## config.mk

```make
export PLATFORM = sky130hd
export DESIGN_NAME = keypad_debounce_flat
export DESIGN_NICKNAME = d
export VERILOG_FILES = /design/src/rtl/keypad_debounce_if.sv /design/src/rtl/keypad_debounce.sv /design/src/flat_wrapper.sv
export SDC_FILE = /design/constraint.sdc
export NUM_CORES = 1
export LEC_CHECK = 0
export CAP_MARGIN = 20
export CORE_UTILIZATION = 40
export DETAILED_ROUTE_END_ITERATION = 8
export GPL_TIMING_DRIVEN = 1
export PLACE_DENSITY = 0.69
export SETUP_SLACK_MARGIN = 0.5
export SYNTH_ARGS = -nofsm -noshare
export SYNTH_HDL_FRONTEND = slang
export SYNTH_SLANG_ARGS = --single-unit
```

## constraint.sdc

```tcl
create_clock -name clk_i -period 1.9 [get_ports clk_i]
set_input_delay 0.285 -clock clk_i [delete_from_list [all_inputs] [get_ports clk_i]]
set_output_delay 0.285 -clock clk_i [all_outputs]
set_load 0.1 [all_outputs]
```

## src/rtl/keypad_debounce_if.sv

```systemverilog
// Pin-side bundle of the keypad/door conditioner: raw switch inputs in,
// single-cycle key events and debounced door level out.
interface keypad_debounce_if;
    logic [5:0] key_raw_i;
    logic       door_raw_i;
    logic       KEY_0;
    logic       KEY_1;
    logic       KEY_2;
    logic       KEY_3;
    logic       KEY_OK;
    logic       KEY_CLEAR;
    logic       DOOR_SEALED;
    logic       key_busy_o;
    logic       stuck_o;

    // master: board/stimulus side, slave: the conditioner itself
    modport master (
        output key_raw_i, door_raw_i,
        input  KEY_0, KEY_1, KEY_2, KEY_3, KEY_OK, KEY_CLEAR,
        input  DOOR_SEALED, key_busy_o, stuck_o
    );

    modport slave (
        input  key_raw_i, door_raw_i,
        output KEY_0, KEY_1, KEY_2, KEY_3, KEY_OK, KEY_CLEAR,
        output DOOR_SEALED, key_busy_o, stuck_o
    );
endinterface

```

## src/rtl/keypad_debounce.sv

```systemverilog
// Synchronise and debounce six keys plus the door switch; one KEY_* pulse per press.
// Optional held-key alarm on stuck_o when KEYPAD_STUCK_DETECT_EN is defined.
//
// state   | meaning
// --------+-----------------------------------------------------------
// ST_IDLE | no key accepted; next debounced rise emits one KEY_* pulse
// ST_HELD | a key was accepted; wait for all six keys to be released
module keypad_debounce #(
    parameter int SYNC_STAGES     = 2,
    parameter int DEBOUNCE_CYCLES = 16,
    parameter int STUCK_CYCLES    = 1_000_000
) (
    input  logic             clk_i,
    input  logic             arst_n_i,
    keypad_debounce_if.slave kif
);

    localparam int NCH   = 7;
    localparam int CNT_W = $clog2(DEBOUNCE_CYCLES + 1);
    localparam logic [CNT_W-1:0] CNT_LAST = CNT_W'(DEBOUNCE_CYCLES - 1);

    typedef enum logic {
        ST_IDLE = 1'b0,
        ST_HELD = 1'b1
    } state_t;

    if (SYNC_STAGES < 2) begin : g_bad_sync
        $error("keypad_debounce: SYNC_STAGES must be >= 2");
    end
    if (DEBOUNCE_CYCLES < 1) begin : g_bad_debounce
        $error("keypad_debounce: DEBOUNCE_CYCLES must be >= 1");
    end
    if (STUCK_CYCLES < 1) begin : g_bad_stuck
        $error("keypad_debounce: STUCK_CYCLES must be >= 1");
    end

    logic [NCH-1:0]   raw;
    logic [NCH-1:0]   sync_q [SYNC_STAGES];
    logic [NCH-1:0]   sync_last;
    logic [NCH-1:0]   stable_q;
    logic [CNT_W-1:0] cnt_q [NCH];
    logic [5:0]       stable_d_q;
    logic [5:0]       rise;
    logic [5:0]       first_rise;
    logic [5:0]       key_pulse_q;
    logic [5:0]       key_pulse_d;
    state_t           state_q;
    state_t           state_d;

    // channel 6 is the door switch, channels 0..5 the keys
    assign raw       = {kif.door_raw_i, kif.key_raw_i};
    assign sync_last = sync_q[SYNC_STAGES-1];

    always_ff @(posedge clk_i) begin
        if (!arst_n_i) begin
            for (int s = 0; s < SYNC_STAGES; s++) begin
                sync_q[s] <= '0;
            end
        end else begin
            sync_q[0] <= raw;
            for (int s = 1; s < SYNC_STAGES; s++) begin
                sync_q[s] <= sync_q[s-1];
            end
        end
    end

    // any sample back at the stable level restarts that channel's count
    always_ff @(posedge clk_i) begin
        if (!arst_n_i) begin
            stable_q   <= '0;
            stable_d_q <= '0;
            for (int ch = 0; ch < NCH; ch++) begin
                cnt_q[ch] <= '0;
            end
        end else begin
            stable_d_q <= stable_q[5:0];
            for (int ch = 0; ch < NCH; ch++) begin
                if (sync_last[ch] == stable_q[ch]) begin
                    cnt_q[ch] <= '0;
                end else if (cnt_q[ch] == CNT_LAST) begin
                    stable_q[ch] <= sync_last[ch];
                    cnt_q[ch]    <= '0;
                end else begin
                    cnt_q[ch] <= cnt_q[ch] + CNT_W'(1);
                end
            end
        end
    end

    assign rise       = stable_q[5:0] & ~stable_d_q;
    // isolate the lowest set bit: digit0 has the highest priority
    assign first_rise = rise & (~rise + 6'd1);

    always_ff @(posedge clk_i) begin
        if (!arst_n_i) begin
            state_q     <= ST_IDLE;
            key_pulse_q <= '0;
        end else begin
            state_q     <= state_d;
            key_pulse_q <= key_pulse_d;
        end
    end

    always_comb begin
        state_d     = state_q;
        key_pulse_d = '0;
        case (state_q)
            ST_IDLE: begin
                if (|rise) begin
                    key_pulse_d = first_rise;
                    state_d     = ST_HELD;
                end
            end
            ST_HELD: begin
                if (stable_q[5:0] == '0) begin
                    state_d = ST_IDLE;
                end
            end
            default: state_d = ST_IDLE;
        endcase
    end

    assign kif.KEY_0       = key_pulse_q[0];
    assign kif.KEY_1       = key_pulse_q[1];
    assign kif.KEY_2       = key_pulse_q[2];
    assign kif.KEY_3       = key_pulse_q[3];
    assign kif.KEY_OK      = key_pulse_q[4];
    assign kif.KEY_CLEAR   = key_pulse_q[5];
    assign kif.DOOR_SEALED = stable_q[6];
    assign kif.key_busy_o  = (state_q == ST_HELD);

`ifdef KEYPAD_STUCK_DETECT_EN
    localparam int HELD_W = $clog2(STUCK_CYCLES + 1);

    logic [HELD_W-1:0] held_cnt_q;
    logic              stuck_q;

    // alarm drops in the same cycle the FSM is back in IDLE
    always_ff @(posedge clk_i) begin
        if (!arst_n_i) begin
            held_cnt_q <= '0;
            stuck_q    <= 1'b0;
        end else if (state_d == ST_IDLE) begin
            held_cnt_q <= '0;
            stuck_q    <= 1'b0;
        end else if (state_q == ST_HELD) begin
            if (held_cnt_q != HELD_W'(STUCK_CYCLES)) begin
                held_cnt_q <= held_cnt_q + HELD_W'(1);
            end
            if (held_cnt_q == HELD_W'(STUCK_CYCLES - 1)) begin
                stuck_q <= 1'b1;
            end
        end
    end

    assign kif.stuck_o = stuck_q;
`else
    assign kif.stuck_o = 1'b0;
`endif

endmodule

```

## src/flat_wrapper.sv

```systemverilog
// flat-port wrapper written by rule: the top's interface ports become plain ports
module keypad_debounce_flat 
#(
    parameter int SYNC_STAGES     = 2,
    parameter int DEBOUNCE_CYCLES = 16,
    parameter int STUCK_CYCLES    = 1_000_000
)
  (clk_i, arst_n_i, kif_key_raw_i, kif_door_raw_i, kif_KEY_0, kif_KEY_1, kif_KEY_2, kif_KEY_3, kif_KEY_OK, kif_KEY_CLEAR, kif_DOOR_SEALED, kif_key_busy_o, kif_stuck_o);
  keypad_debounce_if kif_i ();
  input  logic clk_i;
  input  logic arst_n_i;
  input wire logic [$bits(kif_i.key_raw_i)-1:0] kif_key_raw_i;
  input wire logic [$bits(kif_i.door_raw_i)-1:0] kif_door_raw_i;
  output wire logic [$bits(kif_i.KEY_0)-1:0] kif_KEY_0;
  output wire logic [$bits(kif_i.KEY_1)-1:0] kif_KEY_1;
  output wire logic [$bits(kif_i.KEY_2)-1:0] kif_KEY_2;
  output wire logic [$bits(kif_i.KEY_3)-1:0] kif_KEY_3;
  output wire logic [$bits(kif_i.KEY_OK)-1:0] kif_KEY_OK;
  output wire logic [$bits(kif_i.KEY_CLEAR)-1:0] kif_KEY_CLEAR;
  output wire logic [$bits(kif_i.DOOR_SEALED)-1:0] kif_DOOR_SEALED;
  output wire logic [$bits(kif_i.key_busy_o)-1:0] kif_key_busy_o;
  output wire logic [$bits(kif_i.stuck_o)-1:0] kif_stuck_o;
  assign kif_i.key_raw_i = kif_key_raw_i;
  assign kif_i.door_raw_i = kif_door_raw_i;
  assign kif_KEY_0 = kif_i.KEY_0;
  assign kif_KEY_1 = kif_i.KEY_1;
  assign kif_KEY_2 = kif_i.KEY_2;
  assign kif_KEY_3 = kif_i.KEY_3;
  assign kif_KEY_OK = kif_i.KEY_OK;
  assign kif_KEY_CLEAR = kif_i.KEY_CLEAR;
  assign kif_DOOR_SEALED = kif_i.DOOR_SEALED;
  assign kif_key_busy_o = kif_i.key_busy_o;
  assign kif_stuck_o = kif_i.stuck_o;
  keypad_debounce #(.SYNC_STAGES(SYNC_STAGES), .DEBOUNCE_CYCLES(DEBOUNCE_CYCLES), .STUCK_CYCLES(STUCK_CYCLES)) u_core (.clk_i(clk_i), .arst_n_i(arst_n_i), .kif(kif_i));
endmodule
```

# ---- Yosys cells after proc, flatten, opt, wreduce, memory -nomap -nowiden
# Memories as Yosys holds them, arrays and structs flattened.
# Cells that the tools add are included.
# W data, S select, Z words.
dict set report classes {
  n_mux 105
  n_addsub 8
  bitwise 37
  n_reduce_logical 10
  n_eq_ne 14
}
# op n
set ops {}
lappend ops {{$mux W5} 21}
lappend ops {{$mux W1} 81}
lappend ops {{$add A5 B1 Y5 const B} 7}
lappend ops {{$eq A5 B4 Y1 const B} 7}
lappend ops {{$or A1 B1 Y1} 23}
lappend ops {{$mux W7} 2}
lappend ops {{$reduce_and A2 Y1} 7}
lappend ops {{$and A6 B6 Y6} 2}
lappend ops {{$not A6 Y6} 2}
lappend ops {{$not A1 Y1} 10}
lappend ops {{$eq A1 B1 Y1} 7}
lappend ops {{$add A6 B1 Y6 const B} 1}
lappend ops {{$logic_not A6 Y1} 1}
lappend ops {{$reduce_or A6 Y1} 1}
lappend ops {{$reduce_or A3 Y1} 1}
lappend ops {{$pmux W1 S2} 1}
dict set report totals {
  memories 2
  ram_bits 49
  inputBits 9
  regBits 20
  word_cells 186
}
# name depth word_bits rd rd_ports_with_merged_regs write_ports line
set memory_table {}
lappend memory_table {u_core.cnt_q 7 5 7 0 7 keypad_debounce.sv:41} ;# logic [CNT_W-1:0] cnt_q [NCH];
lappend memory_table {u_core.sync_q 2 7 2 0 2 keypad_debounce.sv:38} ;# logic [NCH-1:0] sync_q [SYNC_STAGES];

# ---- Depth between registers and ports, before layout
# Gate-level depths: netlist of the first run.
# An unclocked memory read counts as a cell.
dict set report depth {
  word_depth 8
  ltp_mapped 5
  depth_no_buf 5
}

# ---- Worst setup path after synthesis of the first run
# Ideal clock, no wire load.
dict set report synth_path {
  kind {register to register}
  from {register u_core.stable_q[6]}
  to {memory u_core.cnt_q[0][32] (netlist bit), data pin}
  arrival_time_ps 1335
  required_ps 1642
  setup_time_ps 258
  path_slack_ps 306
  path_stages_with_launch 4
  period_less_slack_ps 1594
  path_cell_list {dfxtp_1 -> xor2_1 -> nand3b_1 -> nor2_1}
}
# item line
set synth_rtl {}
lappend synth_rtl {{start, declared} keypad_debounce.sv:40} ;# logic [NCH-1:0] stable_q;
lappend synth_rtl {{start signal, assigned by index} keypad_debounce.sv:81} ;# stable_q[ch] <= sync_last[ch];
lappend synth_rtl {{end, declared} keypad_debounce.sv:41}

==> Flow_metrics.wiki, run 1 <==
{| class="wikitable"
! Metric !! Value
|-
| Run status || completed
|-
| Area growth from synthesis to layout || 33.8%
|-
| Maximum number of pins on one net before global-route repair || 13
|-
| Share of power burned in the clock network || approximately 40%
|-
| Detailed placer's ending HPWL || 2.73 mm
|-
| Critical path data required time || around 2.1 ns
|-
| Chip Height || a little under 90 microns
|-
| 1st-pass router iterations || 2
|-
| Horizontal die dimension || 86.5 microns
|-
| Capturing point of the worst reg2reg path || u_core.cnt_q[0][14]
|-
| Type of the worst setup path || reg2reg
|-
| Class of the tightest hold or removal check || reg2reg
|-
| Sink count of the clock tree || 69
|-
| Pleak || between 1.5 and 2 nW
|-
| Number of buffers created by CTS || 9
|-
| Post-route cell area || between 0.003 and 0.004 sq mm
|-
| Arrival time at the worst endpoint || approximately 1.7 ns
|-
| Flop and latch count out of synthesis || 69
|-
| Root buffer cell || clkbuf_8
|-
| Clock H-tree levels || 3
|-
| Post-placement cell area || ~0.0033 sq mm
|-
| Clk Latency, worst-skew pair || around 0.34 ns
|-
| Final Setup Violations || 0
|-
| Max FO, Critical Path || 5
|-
| Fraction of power consumed by combinational cells || 5.6%
|-
| Sequential fraction of the synthesis area || between 60% and 70%
|-
| Most common cell after layout, fill and taps aside || nor2_1
|-
| Share of post-route cells with drive strength above 1 || a little over a quarter
|-
| Total net switching power || approximately 0.62 mW
|-
| Final worst-path cycle share || 79.4%
|-
| Deepest clock path buffer count || 2
|-
| Unrepaired setup endpoints after global routing || true
|-
| Number of standard cells after synthesis || between 200 and 250
|-
| Most area-hungry cell type in the Yosys netlist || edfxtp_1
|-
| Total gr overflow || 0
|-
| Core Footprint || between 0.006 and 0.007 sq mm
|-
| Pint || approximately 2.4 mW
|-
| Port-buffer cells || 16
|-
| Routed Wire Length || around 4.3 mm
|-
| Worst setup EP type || register
|-
| Post-synth top area share || around 37%
|-
| Ys Warns || 0
|-
| Worst hold endpoint || u_core.sync_q[0][10]
|-
| Maximum clock skew at final layout || 0.0117 ns
|-
| Net count reported at finish || roughly 350
|-
| Most frequent cells in the layout || 37 x nor2_1, 36 x conb_1, 36 x buf_4
|-
| Sequential share of power || between 50% and 60%
|-
| Hold_sp || u_core.sync_q[0][3]
|-
| Post-Synthesis Cell Area || ~0.0029 sq mm
|-
| Number of DRC markers in iteration 0 || 45
|-
| Average size of a mapped cell || 12.1 sq um
|-
| Fraction of power spent switching nets || between 20% and 30%
|-
| Number of library cell types mapped by synthesis || 28
|-
| Layout fillers || ~600
|-
| Area of the die || around 0.0075 sq mm
|-
| Logic depth of the worst register-to-register path || 5
|-
| Antenna violations before repair || 0
|-
| RR Startpoint || u_core.cnt_q[0][11]
|-
| Average detailed-routed wire length per instance || 10.1 microns
|-
| Last weighted congestion value of the routability-driven placer || between 0.6 and 0.7
|-
| Number of instances in the placed design || 380
|-
| Maximum ir drop on the vdd rail || 0.298 mV
|-
| Max capacitance violation total || 0
|-
| Clock tree from TritonCTS || done
|-
| Initial Utilization || about two fifths
|-
| Post-DR vias/cell || between 4 and 5
|-
| Number of global-route vias before repair || 1,715
|-
| Ranking of synthesized cells by area || edfxtp_1 37%, dfxtp_1 24%, ha_1 6.1%, nor2_1 4.9%, and2_1 4.4%
|-
| Total vias in the final route || ~1,800
|-
| Final critical path time including I/O delays and setup || around 1.5 ns
|-
| GRT Overall Usage || 12.8%
|-
| Hold Fails Final Rpt || 0
|-
| I/O pins || 18
|-
| Timing-limited maximum frequency || about 660 MHz
|-
| Power per cell area || 780 mW/mm^2
|-
| Type of element launching the critical path || register
|-
| Global-route wire length before repair || about 7.2 mm
|-
| Flop2flop setup slack || 0.39 ns
|-
| Post-CTS clock slew at the launch and capture registers of the worst setup and hold paths || approximately 0.070 ns
|-
| Diodes inserted || 0
|-
| Total negative slack for setup checks || 0 ns
|-
| Row count || 30
|-
| Number of non-filler instances in the completed layout || 425
|-
| # hold bufs at CTS || 0
|-
| Worst hold path cell count || 1
|-
| Max Slew Vio Count || 0
|-
| Count of antenna-violating nets left after detailed routing || 0
|-
| Number of design rule violations left after detail routing || 0
|}
## stage by stage
step	hold WS, ns	setup WS, ns	util, %	power, mW
after floorplan	0.412	0.503	-	1.76
after global placement	0.420	0.218	47.9	1.79
after detailed placement	0.421	0.199	47.9	1.80
after CTS	0.437	0.380	54.5	2.99
after global routing	0.450	0.304	55.9	3.10
final	0.435	0.392	55.9	2.98
## registers in the layout (all words and copies together), names as in the netlist
| signal | flops |
|---|---|
| u_core.cnt_q | 35 |
| u_core.stable_q | 7 |
| u_core.sync_q | 14 |
| u_core.kif.key_busy_o | 1 |
| u_core.key_pulse_q | 6 |
| u_core.stable_d_q | 6 |
## how the worst max path moves through the flow
| stage | from | cells past startpoint | slack (ns) | to |
|---|---|---|---|---|
| 2_1_floorplan | u_core.cnt_q[0][15] | 5 | 0.50 | u_core.cnt_q[0][17] |
| 3_3_place_gp | arst_n_i | 4 | 0.22 | u_core.cnt_q[0][17] |
| 3_5_place_dp | arst_n_i | 4 | 0.20 | u_core.cnt_q[0][5] |
| 4_1_cts | u_core.cnt_q[0][11] | 5 | 0.38 | u_core.cnt_q[0][11] |
| 5_1_grt | u_core.cnt_q[0][11] | 5 | 0.30 | u_core.cnt_q[0][11] |
| 6_report | u_core.cnt_q[0][11] | 5 | 0.39 | u_core.cnt_q[0][14] |
## per-layer routing
metal	part of all wire [%]	track usage, %	vias to the layer above
li1	-	-	930
met3	2.3	3.14	11
met1	46	14.7	813
met2	49	21.2	23
met5	0	0	-
met4	3.0	8.64	0
## kinds of logic (layout without fill, tap and decap cells)
family                     count (synthesis)  after routing  synth area share [%]
AOI/OAI and AO/OA                          1              1                 0.351
xor gates and xnor gates                  21             21                  6.44
adders and majority gates                 14             14                  6.14
buffers and inverters                     19             78                  2.81
DFF                                       69             69                  60.7
muxes                                      7              7                  2.46
other                                      2             36                 0.263
and+or+nand+nor                          103            103                  20.9
## worst max-delay path, cell delays in order (launching register included)
cell	delay [ns]
edfxtp_1	0.40
ha_2	0.20
and3_4	0.18
ha_4	0.15
nand3b_1	0.26
nor2_1	0.17
## cells in the mapped netlist
master	instances
nor2_1	37
edfxtp_1	35
dfxtp_1	34
and2_1	20
ha_1	14
inv_1	14
xor2_1	14
and3_1	7
mux2i_1	7
nand3_1	7
nand3b_1	7
nor2b_1	7
xnor2_1	7
nand2b_2	4
nand2_1	3
nand2b_1	3
buf_4	2
clkbuf_1	2
conb_1	2
nor3_1	2
buf_2	1
nand2b_4	1
nand4_4	1
nor3_2	1
nor3b_2	1
nor4b_1	1
nor4b_2	1
o311a_1	1
## cell type report
cell class | count | area [sq um] | area share, %
Multi-Input combinational cell | 182 | 1310 | 34.3
Tap cell | 96 | 120 | 3.15
Clock inverter | 2 | 11.3 | 0.295
Inverter | 14 | 52.6 | 1.38
Sequential cell | 69 | 1730 | 45.4
Clock buffer | 14 | 194 | 5.08
Timing Repair Buffer | 48 | 395 | 10.4
## what timing repair did
| item | CTS | global route |
|---|---|---|
| gates resized for setup | 16 | 4 |
| endpoints found under the setup margin | 35 | 40 |
| pin swaps | 28 | 16 |
| buffers inserted | 18 | 11 |
| cloned | 0 | 0 |
## power by group through the flow
stage / clock (mW) / sequential, mW / combinational, mW
floorplan: 0 / 1.66 / 0.0946
global placement: 0 / 1.67 / 0.126
detailed placement: 0 / 1.67 / 0.127
CTS: 1.21 / 1.64 / 0.152
global route: 1.27 / 1.64 / 0.188
finish: 1.18 / 1.64 / 0.166
No activity file was read; power rests on OpenSTA's default activity.
==> run 2, diff against run 1 <==
==> constraint.sdc (replaced) <==
create_clock -name clk_i -period 1.4 [get_ports clk_i]
set_input_delay 0.21 -clock clk_i [delete_from_list [all_inputs] [get_ports clk_i]]
set_output_delay 0.21 -clock clk_i [all_outputs]
set_load 0.1 [all_outputs]
==> Flow_metrics.wiki, run 2 (synthesis results as in run 1) <==
{| class="wikitable"
! Metric !! Value
|-
| Post-placement cell area || 0.00363 sq mm (+11%)
|-
| Timing-limited maximum frequency || 679 MHz (+2.3%)
|-
| Hold_sp || u_core.sync_q[0][1]
|-
| Total negative slack for setup checks || -1.42 ns (-1.42 ns)
|-
| Top Usage Layer GRT || met2
|-
| Type of the worst setup path || reg2reg
|-
| Max Slew Vio Count || 0 (unchanged)
|-
| Routed Wire Length || 4.63 mm (+7.9%)
|-
| Worst setup EP type || register
|-
| Clk Latency, worst-skew pair || 0.34 ns (about the same)
|-
| Maximum number of pins on one net before global-route repair || 17 (+4)
|-
| Final Setup Violations || 39 (+39)
|-
| Final worst-path cycle share || 105% (+26 points)
|-
| Average detailed-routed wire length per instance || 10.6 microns (+4.7%)
|-
| Run status || finished, violations left
|-
| Class of the tightest hold or removal check || reg2reg
|-
| Count of antenna-violating nets left after detailed routing || 0 (unchanged)
|-
| Max capacitance violation total || 0 (unchanged)
|-
| Post-CTS clock slew at the launch and capture registers of the worst setup and hold paths || 0.07 ns (about the same)
|-
| Initial Utilization || 41.8% (unchanged)
|-
| Post-route cell area || 0.00413 sq mm (+8.1%)
|-
| Diodes inserted || 0 (unchanged)
|-
| Detailed placer's ending HPWL || 2.87 mm (+5.1%)
|-
| Maximum clock skew at final layout || 0.00535 ns (-0.00632 ns)
|-
| Number of global-route vias before repair || 1,820 (+6.1%)
|-
| RR Startpoint || u_core.cnt_q[0][31]
|-
| Row count || 30 (unchanged)
|-
| Post-route setup slack || -0.0732 ns (-0.465 ns)
|-
| Capturing point of the worst reg2reg path || u_core.cnt_q[0][34]
|-
| Routing usage on met3 || 2.86% (-0.29 points)
|-
| Sink count of the clock tree || 69 (unchanged)
|-
| Net count reported at finish || 360 (+3.7%)
|-
| Critical path data required time || 1.60 ns (-0.49 ns)
|-
| Number of design rule violations left after detail routing || 0 (unchanged)
|-
| Chip Height || 86.5 microns (unchanged)
|-
| Type of element launching the critical path || register
|-
| 1st-pass router iterations || 4 (+2)
|-
| Share of post-route cells with drive strength above 1 || 33.0% (+6.6 points)
|-
| GRT Overall Usage || 14.2% (+1.4 points)
|-
| Fin Hold WS || 0.425 ns (-0.00972 ns)
|-
| Last weighted congestion value of the routability-driven placer || 0.751 (+8.3%)
|-
| I/O pins || 18 (unchanged)
|-
| Largest registers || u_core.cnt_q x35, u_core.sync_q x14, u_core.stable_q x7
|-
| Clock H-tree levels || 3 (unchanged)
|-
| Root buffer cell || clkbuf_8
|-
| Port-buffer cells || 16 (unchanged)
|-
| Violated checks || setup timing
|-
| Top register by number of flip-flops || u_core.cnt_q
|-
| Number of non-filler instances in the completed layout || 438 (+3.1%)
|-
| # hold bufs at CTS || 0 (unchanged)
|-
| Total gr overflow || 0 (unchanged)
|-
| Logic depth of the worst register-to-register path || 5 (unchanged)
|-
| Most frequent cells in the layout || 36 x nor2_1, 36 x conb_1, 35 x edfxtp_1
|-
| Power per cell area || 929 mW/mm^2 (+19%)
|-
| Post-DR vias/cell || 4.21 (+0.58%)
|-
| Core Footprint || 0.00683 sq mm (unchanged)
|-
| Global-route wire length before repair || 7.82 mm (+8.4%)
|-
| Max FO, Critical Path || 5 (unchanged)
|-
| Deepest clock path buffer count || 2 (unchanged)
|-
| Flop2flop setup slack || -0.07 ns (-0.47 ns)
|-
| Met2 Track Usage GR || 23.8% (+2.6 points)
|-
| Clock tree from TritonCTS || done
|-
| Worst hold path cell count || 1 (unchanged)
|-
| Area of the die || 0.00748 sq mm (unchanged)
|-
| Worst slack after detailed placement || -0.0652 ns (-0.264 ns)
|-
| Total vias in the final route || 1,842 (+3.7%)
|-
| Maximum ir drop on the vdd rail || 0.439 mV (+47%)
|-
| Number of buffers created by CTS || 9 (unchanged)
|-
| Pleak || 1.71 nW (+6.1%)
|-
| Arrival time at the worst endpoint || 1.67 ns (-0.02 ns)
|-
| Hold Fails Final Rpt || 0 (unchanged)
|-
| Final critical path time including I/O delays and setup || 1.47 ns (-0.0345 ns)
|-
| Unrepaired setup endpoints after global routing || true
|-
| Worst hold endpoint || u_core.sync_q[0][8]
|-
| Number of DRC markers in iteration 0 || 22 (-51%)
|-
| Number of instances in the placed design || 399 (+5.0%)
|-
| Largest register FFs || 35 (unchanged)
|-
| Routing usage on met1 || 16.2% (+1.5 points)
|-
| Horizontal die dimension || 86.5 microns (unchanged)
|-
| Antenna violations before repair || 0 (unchanged)
|-
| Area growth from synthesis to layout || 44.5%
|}
[run 2: through the flow]
stage	utilization, %	power, mW
3_5_place_dp	53.1	2.48
5_1_grt	60.4	3.98
6_report	60.4	3.83
4_1_cts	58.9	3.86
3_3_place_gp	53.1	2.47
2_1_floorplan	-	2.40
[run 2: how the worst max path moves through the flow]
| stage | from | slack [ns] | end | cells past startpoint |
|---|---|---|---|---|
| after floorplan | u_core.cnt_q[0][25] | 0.04 | u_core.cnt_q[0][25] | 5 |
| after global placement | u_core.cnt_q[0][26] | -0.04 | u_core.cnt_q[0][25] | 5 |
| after detailed placement | u_core.cnt_q[0][26] | -0.07 | u_core.cnt_q[0][25] | 5 |
| after CTS | u_core.cnt_q[0][31] | -0.08 | u_core.cnt_q[0][34] | 5 |
| after global routing | u_core.cnt_q[0][31] | -0.17 | u_core.cnt_q[0][32] | 5 |
| final | u_core.cnt_q[0][31] | -0.07 | u_core.cnt_q[0][34] | 5 |
[run 2: routing by layer]
layer  vias up  part of all wire (%)
met1       848                    46
met3        12                   2.6
met5         -                     0
li1        956                     -
met2        26                    49
met4         0                   3.1
[run 2: cell type report]
type,count,area (sq um)
Fill cell,576,2710
Tap cell,96,120
Inverter,14,52.6
Sequential cell,69,1760
Clock inverter,2,8.76
Clock buffer,14,153
Multi-Input combinational cell,182,1370
Timing Repair Buffer,61,656
[run 2: where the power goes]
group	leakage [nW]	switching (mW)	internal, mW
clock network	0.0821	0.689	0.686
registers	0.647	0.0342	2.17
logic	0.978	0.116	0.132
[run 2: critical path, cell delays in order, from the launching register on]
cell and delay [ns]:
edfxtp_1 0.40, ha_2 0.20, and3_4 0.18, ha_4 0.15
nand3b_1 0.25, nor2_1 0.15
[run 2: timing repair]
item	in CTS	in global routing
pin swaps	17	12
buffers inserted	13	9
setup endpoints to repair	55	56
gates cloned	1	0
resized for setup	28	8
